===== config.mk =====
export PLATFORM = sky130hd
export DESIGN_NAME = ring_counter_monitor
export DESIGN_NICKNAME = d
export VERILOG_FILES = /design/src/rtl/ring_counter_monitor_pkg.sv /design/src/rtl/ring_onehot_decoder.sv /design/src/rtl/ring_counter_monitor.sv
export SDC_FILE = /design/constraint.sdc
export NUM_CORES = 1
export LEC_CHECK = 0
export BUFFER_PORTS_ARGS = -buffer_cell sky130_fd_sc_hd__clkbuf_2
export CORE_MARGIN = 4
export CORE_UTILIZATION = 61
export DETAILED_ROUTE_END_ITERATION = 8
export GPL_TIMING_DRIVEN = 0
export PLACE_DENSITY = 0.8
export SLEW_MARGIN = 20
export SYNTH_ARGS = -nofsm -noshare
export SYNTH_HDL_FRONTEND = slang
export SYNTH_HIERARCHICAL = 1
export SYNTH_SLANG_ARGS = --single-unit
export TNS_END_PERCENT = 1

===== constraint.sdc =====
create_clock -name clk -period 3.9 [get_ports clk]
set_input_delay 0.585 -clock clk [delete_from_list [all_inputs] [get_ports clk]]
set_output_delay 0.585 -clock clk [all_outputs]
set_load 0.005 [all_outputs]

===== src/rtl/ring_counter_monitor_pkg.sv =====
// Shared types and helpers for the one-hot ring counter monitor.
// Helpers work on a fixed maximum width so callers of any WIDTH up to RING_MAX_W can share them.
package ring_pkg;

    typedef enum logic [1:0] {
        HUNT   = 2'd0,
        CHECK  = 2'd1,
        LOCKED = 2'd2
    } ring_state_e;

    localparam logic [7:0] ERR_CNT_MAX = 8'd255;
    localparam int         RING_MAX_W  = 64;
    localparam int         RING_IDX_W  = 6;

    typedef struct packed {
        logic                  valid;
        logic [RING_IDX_W-1:0] idx;
    } onehot_t;

    // dir=0 rotates towards the MSB with wrap to bit 0; dir=1 rotates towards the LSB.
    function automatic logic [RING_MAX_W-1:0] rotate(
        input logic [RING_MAX_W-1:0] value,
        input logic                  dir,
        input int                    width
    );
        logic [RING_MAX_W-1:0] r;
        r = '0;
        for (int i = 0; i < RING_MAX_W; i++) begin
            if (i < width) begin
                if (!dir) r[(i + 1) % width] = value[i];
                else      r[i] = value[(i + 1) % width];
            end
        end
        return r;
    endfunction

    function automatic onehot_t onehot_idx(input logic [RING_MAX_W-1:0] value);
        onehot_t res;
        int      n;
        res = '0;
        n   = 0;
        for (int i = 0; i < RING_MAX_W; i++) begin
            if (value[i]) begin
                n       = n + 1;
                res.idx = RING_IDX_W'(i);
            end
        end
        res.valid = (n == 1);
        return res;
    endfunction

endpackage


===== src/rtl/ring_onehot_decoder.sv =====
// Combinational one-hot check and binary decode of a WIDTH-bit ring code.
module ring_onehot_decoder
    import ring_pkg::*;
#(
    parameter  int WIDTH = 4,
    localparam int IDXW  = $clog2(WIDTH)
) (
    input  logic [WIDTH-1:0] ring,
    output logic             onehot,
    output logic [IDXW-1:0]  index
);

    onehot_t dec;

    always_comb begin
        dec    = onehot_idx(RING_MAX_W'(ring));
        onehot = dec.valid;
        index  = IDXW'(dec.idx);
    end

endmodule


===== src/rtl/ring_counter_monitor.sv =====
// In-system checker for a one-hot ring counter: decodes position, locks onto a
// correctly advancing sequence and counts sequence errors once locked.
module ring_counter_monitor
    import ring_pkg::*;
#(
    parameter  int WIDTH    = 4,
    parameter  int LOCK_CNT = 4,
    parameter  bit DIR      = 1'b0,
    localparam int IDXW     = $clog2(WIDTH)
) (
    input  logic             clk,
    input  logic             reset,
    input  logic [WIDTH-1:0] ring_in,
    input  logic             en,
    input  logic             clr_err,
    output logic [IDXW-1:0]  index,
    output logic             onehot_ok,
    output logic             locked,
    output logic             seq_err,
    output logic [7:0]       err_count
);

    logic [WIDTH-1:0] prev_q, prev_d;
    logic             en_q, en_d;
    ring_state_e      state_q, state_d;
    logic [7:0]       good_cnt_q, good_cnt_d;
    logic [IDXW-1:0]  index_q, index_d;
    logic             onehot_q, onehot_d;
    logic             seq_err_q, seq_err_d;
    logic [7:0]       err_cnt_q, err_cnt_d;

    logic             in_onehot;
    logic [IDXW-1:0]  in_idx;
    logic [WIDTH-1:0] expected;
    logic             good;

    ring_onehot_decoder #(.WIDTH(WIDTH)) u_dec (
        .ring   (ring_in),
        .onehot (in_onehot),
        .index  (in_idx)
    );

    always_comb begin
        expected = en ? WIDTH'(rotate(RING_MAX_W'(prev_q), DIR, WIDTH)) : prev_q;
        good     = in_onehot && (ring_in == expected);
    end

    always_comb begin
        prev_d     = ring_in;
        en_d       = en;
        state_d    = state_q;
        good_cnt_d = good_cnt_q;
        index_d    = in_onehot ? in_idx : index_q;
        onehot_d   = in_onehot;
        seq_err_d  = 1'b0;
        err_cnt_d  = err_cnt_q;

        case (state_q)
            HUNT: begin
                if (in_onehot) begin
                    state_d    = CHECK;
                    good_cnt_d = 8'd0;
                end
            end
            CHECK: begin
                if (good) begin
                    // A held ring (en=0) is good but must not advance the lock count.
                    if (en) begin
                        good_cnt_d = good_cnt_q + 8'd1;
                        if (good_cnt_d == 8'(LOCK_CNT)) state_d = LOCKED;
                    end
                end else begin
                    state_d    = in_onehot ? CHECK : HUNT;
                    good_cnt_d = 8'd0;
                end
            end
            LOCKED: begin
                if (!good) begin
                    seq_err_d  = 1'b1;
                    if (err_cnt_q != ERR_CNT_MAX) err_cnt_d = err_cnt_q + 8'd1;
                    state_d    = in_onehot ? CHECK : HUNT;
                    good_cnt_d = 8'd0;
                end
            end
            default: begin
                state_d    = HUNT;
                good_cnt_d = 8'd0;
            end
        endcase

        if (clr_err) err_cnt_d = 8'd0;
    end

    always_ff @(posedge clk or negedge reset) begin
        if (!reset) begin
            prev_q     <= '0;
            en_q       <= 1'b0;
            state_q    <= HUNT;
            good_cnt_q <= 8'd0;
            index_q    <= '0;
            onehot_q   <= 1'b0;
            seq_err_q  <= 1'b0;
            err_cnt_q  <= 8'd0;
        end else begin
            prev_q     <= prev_d;
            en_q       <= en_d;
            state_q    <= state_d;
            good_cnt_q <= good_cnt_d;
            index_q    <= index_d;
            onehot_q   <= onehot_d;
            seq_err_q  <= seq_err_d;
            err_cnt_q  <= err_cnt_d;
        end
    end

    // en_q tracks the sampled enable alongside prev_q for debug probing.
    logic en_q_unused;
    assign en_q_unused = en_q;

    assign index     = index_q;
    assign onehot_ok = onehot_q;
    assign locked    = (state_q == LOCKED);
    assign seq_err   = seq_err_q;
    assign err_count = err_cnt_q;

endmodule


## Word level (Yosys, flattened, before mapping)

Index checks and enable logic that the tools add are counted.

- Register bits: 26
- Input port bits: 8
- Logic and storage cells: 56

- Multiplexer cells: 26
- Equality and inequality tests: 11
- Reduce and logical (&&, ||, !) cells: 7
- Add/subtract/negate cells: 5

Operators by type and width:

| kind | count |
|---|---|
| two-way mux 32 bit | 3 |
| adder 32 x 2 -> 32 bit (second input constant) | 2 |
| two-way mux 8 bit | 8 |
| equality test 32 x 2 -> 1 bit (second input constant) | 1 |
| one-hot mux 8 bit (3 select lines) | 1 |
| adder 8 x 1 -> 8 bit (second input constant) | 2 |
| two-way mux 2 bit | 7 |
| equality test 8 x 3 -> 1 bit (second input constant) | 1 |
| != test 8 bit (second input constant) | 1 |
| != test 2 bit (second input constant) | 3 |
| != test 3 bit (second input constant) | 2 |
| one-hot mux 2 bit (3 select lines) | 1 |
| AND reduction 3 bit | 2 |
| two-way mux 1 bit | 5 |
| equality test 4 bit | 1 |
| two-way mux 4 bit | 1 |
| AND reduction 4 bit | 1 |
| nonzero test 2 bit | 2 |
| adder 1 x 1 -> 2 bit (second input constant) | 1 |
| equality test 2 x 1 -> 1 bit (second input constant) | 1 |
| equality test 2 bit (second input constant) | 1 |
| logical NOT 2 bit | 1 |
| logical AND 1 bit | 1 |

## Logic depth before layout (Yosys ltp)

Gate-level depths: netlist (run 1).

- Depth after elaboration: 12
- Depth in mapped cells: 11
- Mapped depth without buffers: 11

## Modules after synthesis

Netlist (run 1), hierarchy kept.

By module, submodules not included:

| module | cells each | seq. area each (µm²) | area each (µm²) | times used |
|---|---|---|---|---|
| ring_counter_monitor | 143 | 650.6 | 1423.9 | 1 |
| ring_onehot_decoder | 15 | 0.0 | 117.6 | 1 |

## Worst setup path before layout (run 1)

OpenSTA, ideal clock, no wires.

- Path type: in2reg
- From: in ring_in[0]
- To: reg err_cnt_q[2], in the netlist err_count[2]
- Slack: 1131 ps
- Data required time: 3780 ps
- Buffers on the path: 1
- Library setup time: 120 ps
- Arrival: 2649 ps
- Stages: 11
- Cell sequence: inv_1 > ha_1 > xnor2_1 > inv_1 > ha_1 > xnor2_1 > o32ai_2 > clkbuf_1 > a21boi_1 > a21oi_1 > a31o_2

- Longest elaborated chain between the ends: 11
- Elaborated cells on any way between the ends: 12
- Those cells by class: 3 x add/sub; 3 x eq/ne; 4 x mux; 2 x reduce/logical

Ends and longest elaborated chain:

| element | line | text |
|---|---|---|
| from (decl) | ring_counter_monitor.sv:13 | `input logic [WIDTH-1:0] ring_in,` |
| two-way mux 1 bit * | ring_counter_monitor_pkg.sv:43 | `if (value[i]) begin` |
| adder 1 x 1 -> 2 bit | ring_counter_monitor_pkg.sv:44 | `n = n + 1;` |
| two-way mux 32 bit * | ring_counter_monitor_pkg.sv:43 |  |
| adder 32 x 2 -> 32 bit | ring_counter_monitor_pkg.sv:44 |  |
| two-way mux 32 bit * | ring_counter_monitor_pkg.sv:43 |  |
| adder 32 x 2 -> 32 bit | ring_counter_monitor_pkg.sv:44 |  |
| two-way mux 32 bit * | ring_counter_monitor_pkg.sv:43 |  |
| equality test 32 x 2 -> 1 bit * | ring_counter_monitor_pkg.sv:48 | `res.valid = (n == 1);` |
| named net in_onehot | ring_counter_monitor.sv:32 | `logic in_onehot;` |
| logical AND 1 bit * | ring_counter_monitor.sv:45 | `good = in_onehot && (ring_in == expected);` |
| != test 2 bit (no source line) * | - |  |
| AND reduction 3 bit (no source line) * | - |  |
| to (signal assigned) | ring_counter_monitor.sv:112 | `err_cnt_q <= err_cnt_d;` |
| to (decl) | ring_counter_monitor.sv:30 | `logic [7:0] err_cnt_q, err_cnt_d;` |

Mark *: on every way through the listed nets, which the timed path passes. The rest lies on a longest branch.
A chain may end at the register's enable or synchronous reset.

## Final worst setup path (run 1)

- From: in ring_in[1]
- To: reg err_cnt_q[2], in the netlist err_count[2]

- Longest elaborated chain between the ends: 9
- Elaborated cells on any way between the ends: 10
- Those cells by class: 2 x add/sub; 3 x eq/ne; 3 x mux; 2 x reduce/logical

Ends and longest elaborated chain:

| element | line |
|---|---|
| two-way mux 32 bit * | ring_counter_monitor_pkg.sv:43 |
| adder 32 x 2 -> 32 bit | ring_counter_monitor_pkg.sv:44 |
| two-way mux 32 bit * | ring_counter_monitor_pkg.sv:43 |
| adder 32 x 2 -> 32 bit | ring_counter_monitor_pkg.sv:44 |
| two-way mux 32 bit * | ring_counter_monitor_pkg.sv:43 |
| equality test 32 x 2 -> 1 bit * | ring_counter_monitor_pkg.sv:48 |
| named net in_onehot | ring_counter_monitor.sv:32 |
| logical AND 1 bit * | ring_counter_monitor.sv:45 |
| != test 2 bit (no source line) * | - |
| AND reduction 3 bit (no source line) * | - |

Marks and branches as above.

==> results of run 1 <==
## Yosys cell counts, types with 5 or more instances
master and number:
dfrtp_1 26, nor2_1 13, xnor2_1 13, inv_1 9, nand2_1 8, nand4_1 8
a21oi_1 7, and3_1 6, ha_1 6, mux2i_1 5, nand3_1 5
## worst min path at each step
stage	from	endpoint	slack [ns]	cells after the start
6_report	reset	prev_q[3]	0.26	1
3_3_place_gp	index[1]	index[1]	0.49	1
5_1_grt	reset	good_cnt_q[0]	0.30	1
4_1_cts	reset	good_cnt_q[2]	0.28	1
3_5_place_dp	index[1]	index[1]	0.50	1
2_1_floorplan	reset	err_count[0]	0.29	0
## through the flow
step           total power (uW)  setup WS [ns]  utilization  cell area (sq um)  std cells
3_5_place_dp              389.5         0.5889       0.7255               1667        204
4_1_cts                   522.8         0.9329       0.7413               1703        208
6_report                  519.6         0.8753       0.7413               1703        208
2_1_floorplan             356.0          1.131            -               1541        158
5_1_grt                   547.6         0.6828       0.7413               1703        208
3_3_place_gp              384.1         0.7697       0.7255               1667        204
## sequential cells by signal, indices dropped and copies added (netlist names)
register	cells
state_q	2
good_cnt_q	8
err_count	8
onehot_ok	1
prev_q	4
index	2
seq_err	1
## metal layers
metal,GRT usage,routed length [um],vias to the layer above
li1,-,-,605
met1,0.2636,1319,595
met2,0.3110,1447,36
met3,0.02673,140,8
met4,0.06954,69,0
met5,0,0,-
## worst register-to-register path, cell delays in order, from the launching register on
cell,delay (ns)
dfrtp_1,0.45
ha_1,0.25
and3_1,0.23
a31oi_1,0.26
a21boi_1,0.52
a21oi_1,0.14
a31o_2,0.23
## power groups by stage
stage	logic [uW]	registers (uW)	clock network (uW)
3_3_place_gp	91.0	293	0
3_5_place_dp	95.4	294	0
5_1_grt	106	291	151
2_1_floorplan	61.3	295	0
6_report	94.9	288	136
4_1_cts	96.2	289	138
## cells in the final DEF (no fill, tap or decap), types with 2 or more instances in the layout
| cell type | count |
|---|---|
| buf_2 | 2 |
| a31oi_1 | 2 |
| nor3_1 | 2 |
| mux2_2 | 2 |
| a21oi_1 | 7 |
| o21ai_2 | 2 |
| mux2i_1 | 5 |
| dfrtp_1 | 26 |
| a31o_2 | 3 |
| a32o_1 | 2 |
| nand3b_1 | 2 |
| o21ai_0 | 3 |
| o21ai_1 | 2 |
| and3_1 | 6 |
| clkbuf_2 | 18 |
| inv_1 | 9 |
| xnor2_1 | 13 |
| xor2_1 | 2 |
| clkbuf_1 | 4 |
| nand4_1 | 8 |
| nand3_1 | 5 |
| a31o_1 | 2 |
| nand2b_1 | 4 |
| and2_1 | 3 |
| ha_1 | 6 |
| clkbuf_4 | 3 |
| o21bai_1 | 2 |
| nand2_1 | 8 |
| nor2_1 | 13 |
## cell type report
class / instances / area (sq um)
Fill cell: 167 / 594.3
Buffer: 8 / 40.04
Timing Repair Buffer: 18 / 90.09
Tap cell: 28 / 35.03
Multi-Input combinational cell: 115 / 817.0
Inverter: 9 / 33.78
Sequential cell: 26 / 650.6
Clock buffer: 4 / 36.28
## kinds of logic after synthesis
kind of cell / count (synthesis) / share of synthesized area
AND/OR/NAND/NOR: 55 / 0.1972
AO/OA/AOI/OAI: 32 / 0.1518
flip-flops: 26 / 0.4221
buffers and inverters: 17 / 0.04788
XOR/XNOR: 15 / 0.08523
multiplexers: 7 / 0.04708
adder cells (fa/ha/maj): 6 / 0.04870
==> summary.md, run 1 <==
| Metric | Value |
|---|---|
| Sink Count | `26` |
| Syn Nets | `around 170` |
| IO Count | `21` |
| Layout area overhead | `10.47%` |
| Switch share | `0.2678` |
| Drt first pass iters | `4` |
| Hold slack final | `about 0.26 ns` |
| Max transition margin | `0.5735` |
| First-pass GRT wire length | `roughly 5.2 mm` |
| CTS Buffer Depth | `2` |
| Worst skew pair latency | `0.32 ns` |
| Max Cap Violations | `0` |
| Leading area contributor after synthesis | `dfrtp_1` |
| WP buf/inv | `4` |
| Initial Util | `0.6710` |
| Initial antenna violation count | `0` |
| Die area | `3395 sq um` |
| Startpoint class of the critical path | `input pin` |
| Reg2reg start | `err_count[0]` |
| Unique masters post-synth | `40` |
| Via Count | `approximately 1,200` |
| CP max-delay cell | `a21boi_1` |
| Status | `finished clean` |
| Cells after Synth | `158` |
| H-tree Lvls | `1` |
| Crit path time final | `3.025 ns` |
| Worst Setup End Kind | `register` |
| TritonCTS clock tree | `done` |
| Most used flip-flop cell after synthesis | `dfrtp_1` |
| Fin nets | `about 200` |
| Clock share of power | `0.262` |
| RePlAce Congestion | `0.7289` |
| Hold Fails Final Rpt | `0` |
| Internal | `380.4 uW` |
| Maximum clock frequency | `330.6 MHz` |
| Crit path to | `err_count[2]` |
| Worst hold path class | `input pin to async pin` |
| #FFs+latches synth | `26` |
| Clk_skew | `0.004831 ns` |
| Final setup vio count | `0` |
| Pwr/cell area | `305.1 nW/um^2` |
| Die Wd | `58.27 um` |
| Total track usage | `0.1932` |
| FP Rows | `17` |
| Post-synthesis sequential area ratio | `0.4221` |
| Initial DRC count | `between 40 and 50` |
| Total CTS buffers | `3` |
| Combinational power share | `0.183` |
| Post-synth EDFFs | `0` |
| Core area | `~2300 sq um` |
| Drt drc | `0` |
| Crit Path Max Fanout | `10` |
| Final ANT Viol Nets | `0` |
| Flop-to-flop setup slack | `approximately 1.7 ns` |
| Clock slew at reported path FFs | `between 0.1 and 0.15 ns` |
| CP arrival | `3.25 ns` |
| Die height | `58.27 um` |
| Syn. warnings | `6` |
| Worst path top cell family by delay | `compound AO/OA/AOI/OAI gates` |
| CP cell instances | `clkbuf_2 > inv_1 > ha_1 > xnor2_1 > inv_1 > ha_1 > xnor2_1 > o32ai_2 > clkbuf_1 > a21boi_1 > a21oi_1 > a31o_2` |
| Pins Over Slew Limit | `0` |
| Clock root buffer master | `clkbuf_4` |
| Hold-fix buffer count after cts | `0` |
| Vias in the first global route | `about 1,200` |
| Top-area cell type share of the netlist area | `0.4221` |
| Static leakage | `0.0007987 uW` |
| Sum Neg Setup Slack | `0 ns` |
| Number of inserted diodes | `0` |
| Detailed-route wire length | `2.977 mm` |
| GRT overflow | `0` |
| Worst Reg-to-Reg Cells | `6` |
| Post-Syn Area | `1541 sq um` |
| Top post-synthesis cells by area | `dfrtp_1 42%, xnor2_1 7.4%, ha_1 4.9%` |
| Setup crit start | `ring_in[1]` |
| Sequential share of power | `0.555` |
| Async S/R FF share, synth | `1.000` |
| Postcts setup bufs | `0` |
| Peak supply drop | `about 220 uV` |
| CP max stage delay | `0.50 ns` |
| Share of cells above drive strength 1 | `0.2000` |
| Critical path depth in cells | `12` |
| Drt wl/cell | `14.31 um` |
| Least-Margin Pin Slew | `0.6397 ns` |
| RR Endpoint | `err_count[2]` |
| Mean Syn Cell Area | `between 9 and 10 sq um` |
| Total of cells resized after clock tree synthesis | `0` |
| RSZ-0062 raised after global routing | `false` |
| Switching pwr | `139.1 uW` |
| Required time of the worst setup path | `4.12 ns` |
| Pin count of the biggest net entering global routing | `27` |
| DR vias/cell | `5.981` |
| Period utilisation layout | `0.7756` |
| Detailed Place HPWL | `2.209 mm` |
| Setup CP Type | `input pin to register` |
| PortBufs | `18` |
Power figures use the tool's default switching activity.
==> run 2: changes to the inputs <==
- CORE_UTILIZATION: 61 -> 56
- PLACE_DENSITY: 0.8 -> 0.74
- clock period: 3.9 -> 2.84 ns (I/O delays scaled with it)
==> run 2 against run 1 <==
  * Final cell count up 0.96%
  * Largest power group unchanged
  * Highest routed layer unchanged
  * Critical endpoint unchanged
  * Critical path depth unchanged
  * Wire length up 3.1%
  * Clock power up 85%
==> summary.md, run 2 (same netlist as run 1, synthesis figures left out) <==
| Metric | Value |
|---|---|
| Worst Setup End Kind | `register` |
| Via Count | `1,264 (+1.6%)` |
| Clk_skew | `0.01226 ns (+0.007434 ns)` |
| IO Count | `21 (unchanged)` |
| CP max-delay cell | `a21boi_2` |
| Drt drc | `0 (unchanged)` |
| CP cell instances | `clkbuf_2 > inv_1 > ha_1 > xnor2_1 > inv_1 > ha_1 > xnor2_1 > o32ai_2 > clkbuf_2 > a21boi_2 > a21oi_1 > a31o_2` |
| Die area | `3656 sq um (+7.7%)` |
| Hold Fails Final Rpt | `0 (unchanged)` |
| Worst hold path class | `input pin to async pin` |
| Die Wd | `60.47 um (+3.8%)` |
| Multi-input gate area | `820.8 sq um (+0.46%)` |
| TritonCTS clock tree | `done` |
| Layout area overhead | `12.01%` |
| Least-Margin Pin Slew | `0.6343 ns (-0.005423 ns)` |
| Final setup vio count | `0 (unchanged)` |
| Die height | `60.47 um (+3.8%)` |
| DR vias/cell | `6.019 (+0.64%)` |
| Tot Pwr | `778.4 uW (+50%)` |
| Setup CP Type | `input pin to register` |
| Maximum clock frequency | `394.1 MHz` |
| DP Worst Slack | `-0.2599 ns (-0.8487 ns)` |
| Final Util | `0.6785 (-0.06282)` |
| Final ANT Viol Nets | `0 (unchanged)` |
| Fill count | `217 (+30%)` |
| Sink Count | `26 (unchanged)` |
| Static leakage | `0.0008092 uW (+1.3%)` |
| Pins Over Slew Limit | `0 (unchanged)` |
| Startpoint class of the critical path | `input pin` |
| Initial antenna violation count | `0 (unchanged)` |
| CTS Buffer Depth | `2 (unchanged)` |
| Initial Util | `0.6057 (-0.06532)` |
| Worst skew pair latency | `0.32 ns (about the same)` |
| Peak supply drop | `257.7 uV (+19%)` |
| Max transition margin | `0.5739 (about the same)` |
| RePlAce Congestion | `0.7815 (+7.2%)` |
| Period utilisation layout | `0.8934` |
| RSZ-0062 raised after global routing | `false` |
| CP arrival | `2.75 ns (-0.50 ns)` |
| Core area | `2545 sq um (+11%)` |
| Post-route setup slack | `0.3026 ns (-0.5726 ns)` |
| Vias in the first global route | `1,198 (+0.25%)` |
| Max Cap Violations | `0 (unchanged)` |
| FF/Latch Area | `650.6 sq um (unchanged)` |
| Initial DRC count | `47 (+4.4%)` |
| Detailed Place HPWL | `2.287 mm (+3.5%)` |
| Status | `finished clean` |
| Clock root buffer master | `clkbuf_4` |
| GRT overflow | `0 (unchanged)` |
| Crit path time final | `approximately 2.5 ns` |
| Commonest non-fill, non-tap cell in the layout | `dfrtp_1` |
| Drt wl/cell | `14.61 um (+2.1%)` |
| Total CTS buffers | `3 (unchanged)` |
| Design area | `1727 sq um (+1.4%)` |
| Total track usage | `0.1881 (-0.005124)` |
| Number of inserted diodes | `0 (unchanged)` |
| H-tree Lvls | `1 (unchanged)` |
| First-pass GRT wire length | `5.299 mm (+1.2%)` |
| CP max stage delay | `0.33 ns (-0.17 ns)` |
| PortBufs | `18 (unchanged)` |
| Required time of the worst setup path | `3.06 ns (-1.06 ns)` |
| Detailed-route wire length | `3.068 mm (+3.1%)` |
| Drt first pass iters | `4 (unchanged)` |
| Dpl cell area | `1669 sq um (+0.15%)` |
| Pwr/cell area | `450.8 nW/um^2 (+48%)` |
| FP Rows | `18 (+1)` |
| Crit Path Max Fanout | `10 (unchanged)` |
| Pin count of the biggest net entering global routing | `27 (unchanged)` |
| Most frequent cells in the layout | `26 x dfrtp_1, 19 x clkbuf_2, 13 x xnor2_1, 13 x nor2_1, 9 x inv_1` |
| Hold-fix buffer count after cts | `0 (unchanged)` |
| Clock slew at reported path FFs | `0.15 ns (about the same)` |
| Fin nets | `195 (unchanged)` |
| Share of cells above drive strength 1 | `0.2111 (+0.01111)` |
[run 2: cell count changes in the layout (fill, tap and decap cells not counted), sizes merged]
cell and delta:
clkbuf -1, bufinv +1
[run 2: timing repair]
action | 4_1_cts | 5_1_grt
endpoints found under the setup margin | 0 | 7
setup buffers | 0 | 0
resized for setup | 0 | 3
[run 2: path summary, 6_finish.rpt]
kind / slack [ns] / end / cells past startpoint / start
max: 0.30 / err_count[2] / 12 / ring_in[0]
min reg2reg: 0.52 / index[0] / 1 / index[0]
min in group clk: 0.27 / prev_q[1] / 1 / ring_in[1]
max reg2reg: 0.77 / good_cnt_q[2] / 7 / prev_q[1]
min: 0.1 / index[1] / 1 / reset
max in group asynchronous: 2.33 / err_count[5] / 1 / reset
[run 2: routing by layer]
layer,GRT usage,part of all wire,vias up
met1,0.2409,0.45,617
li1,-,-,602
met2,0.3364,0.49,39
met3,0.02128,0.050,6
met5,0,0,-
met4,0.05263,0.0059,0
[run 2: final cells by class]
| type | count | area share |
|---|---|---|
| timing repair buffer | 18 | 0.05217 |
| buffer | 8 | 0.02391 |
| multi-input combinational | 115 | 0.4754 |
| sequential | 26 | 0.3768 |
| clock buffer | 3 | 0.01304 |
| clock inverter | 1 | 0.01739 |
| inverter | 9 | 0.01957 |
| tap | 30 | 0.02174 |
[run 2: critical path, delay by kind of cell]
kind                       cells  cell delay [ns]
AOI/OAI and AO/OA              4             0.83
adders and majority gates      2             0.52
buffers and inverters          4             0.49
xor gates and xnor gates       2             0.49
[run 2: power by group]
| group | leakage [uW] | switching [uW] | total (uW) | internal, uW |
|---|---|---|---|---|
| logic | 0.000435 | 74.4 | 130 | 56.0 |
| clock network | 0.0000279 | 109 | 251 | 143 |
| registers | 0.000346 | 8.20 | 397 | 388 |
| total | 0.000809 | 191 | 778 | 587 |
[run 2: stage by stage]
step | std cells | hold slack (ns) | setup TNS (ns)
floorplan | 158 | 0.1304 | 0
global placement | 206 | 0.4702 | -1.019
detailed placement | 206 | 0.4754 | -2.074
CTS | 210 | 0.1127 | 0
global route | 210 | 0.1346 | 0
finish | 210 | 0.09538 | 0
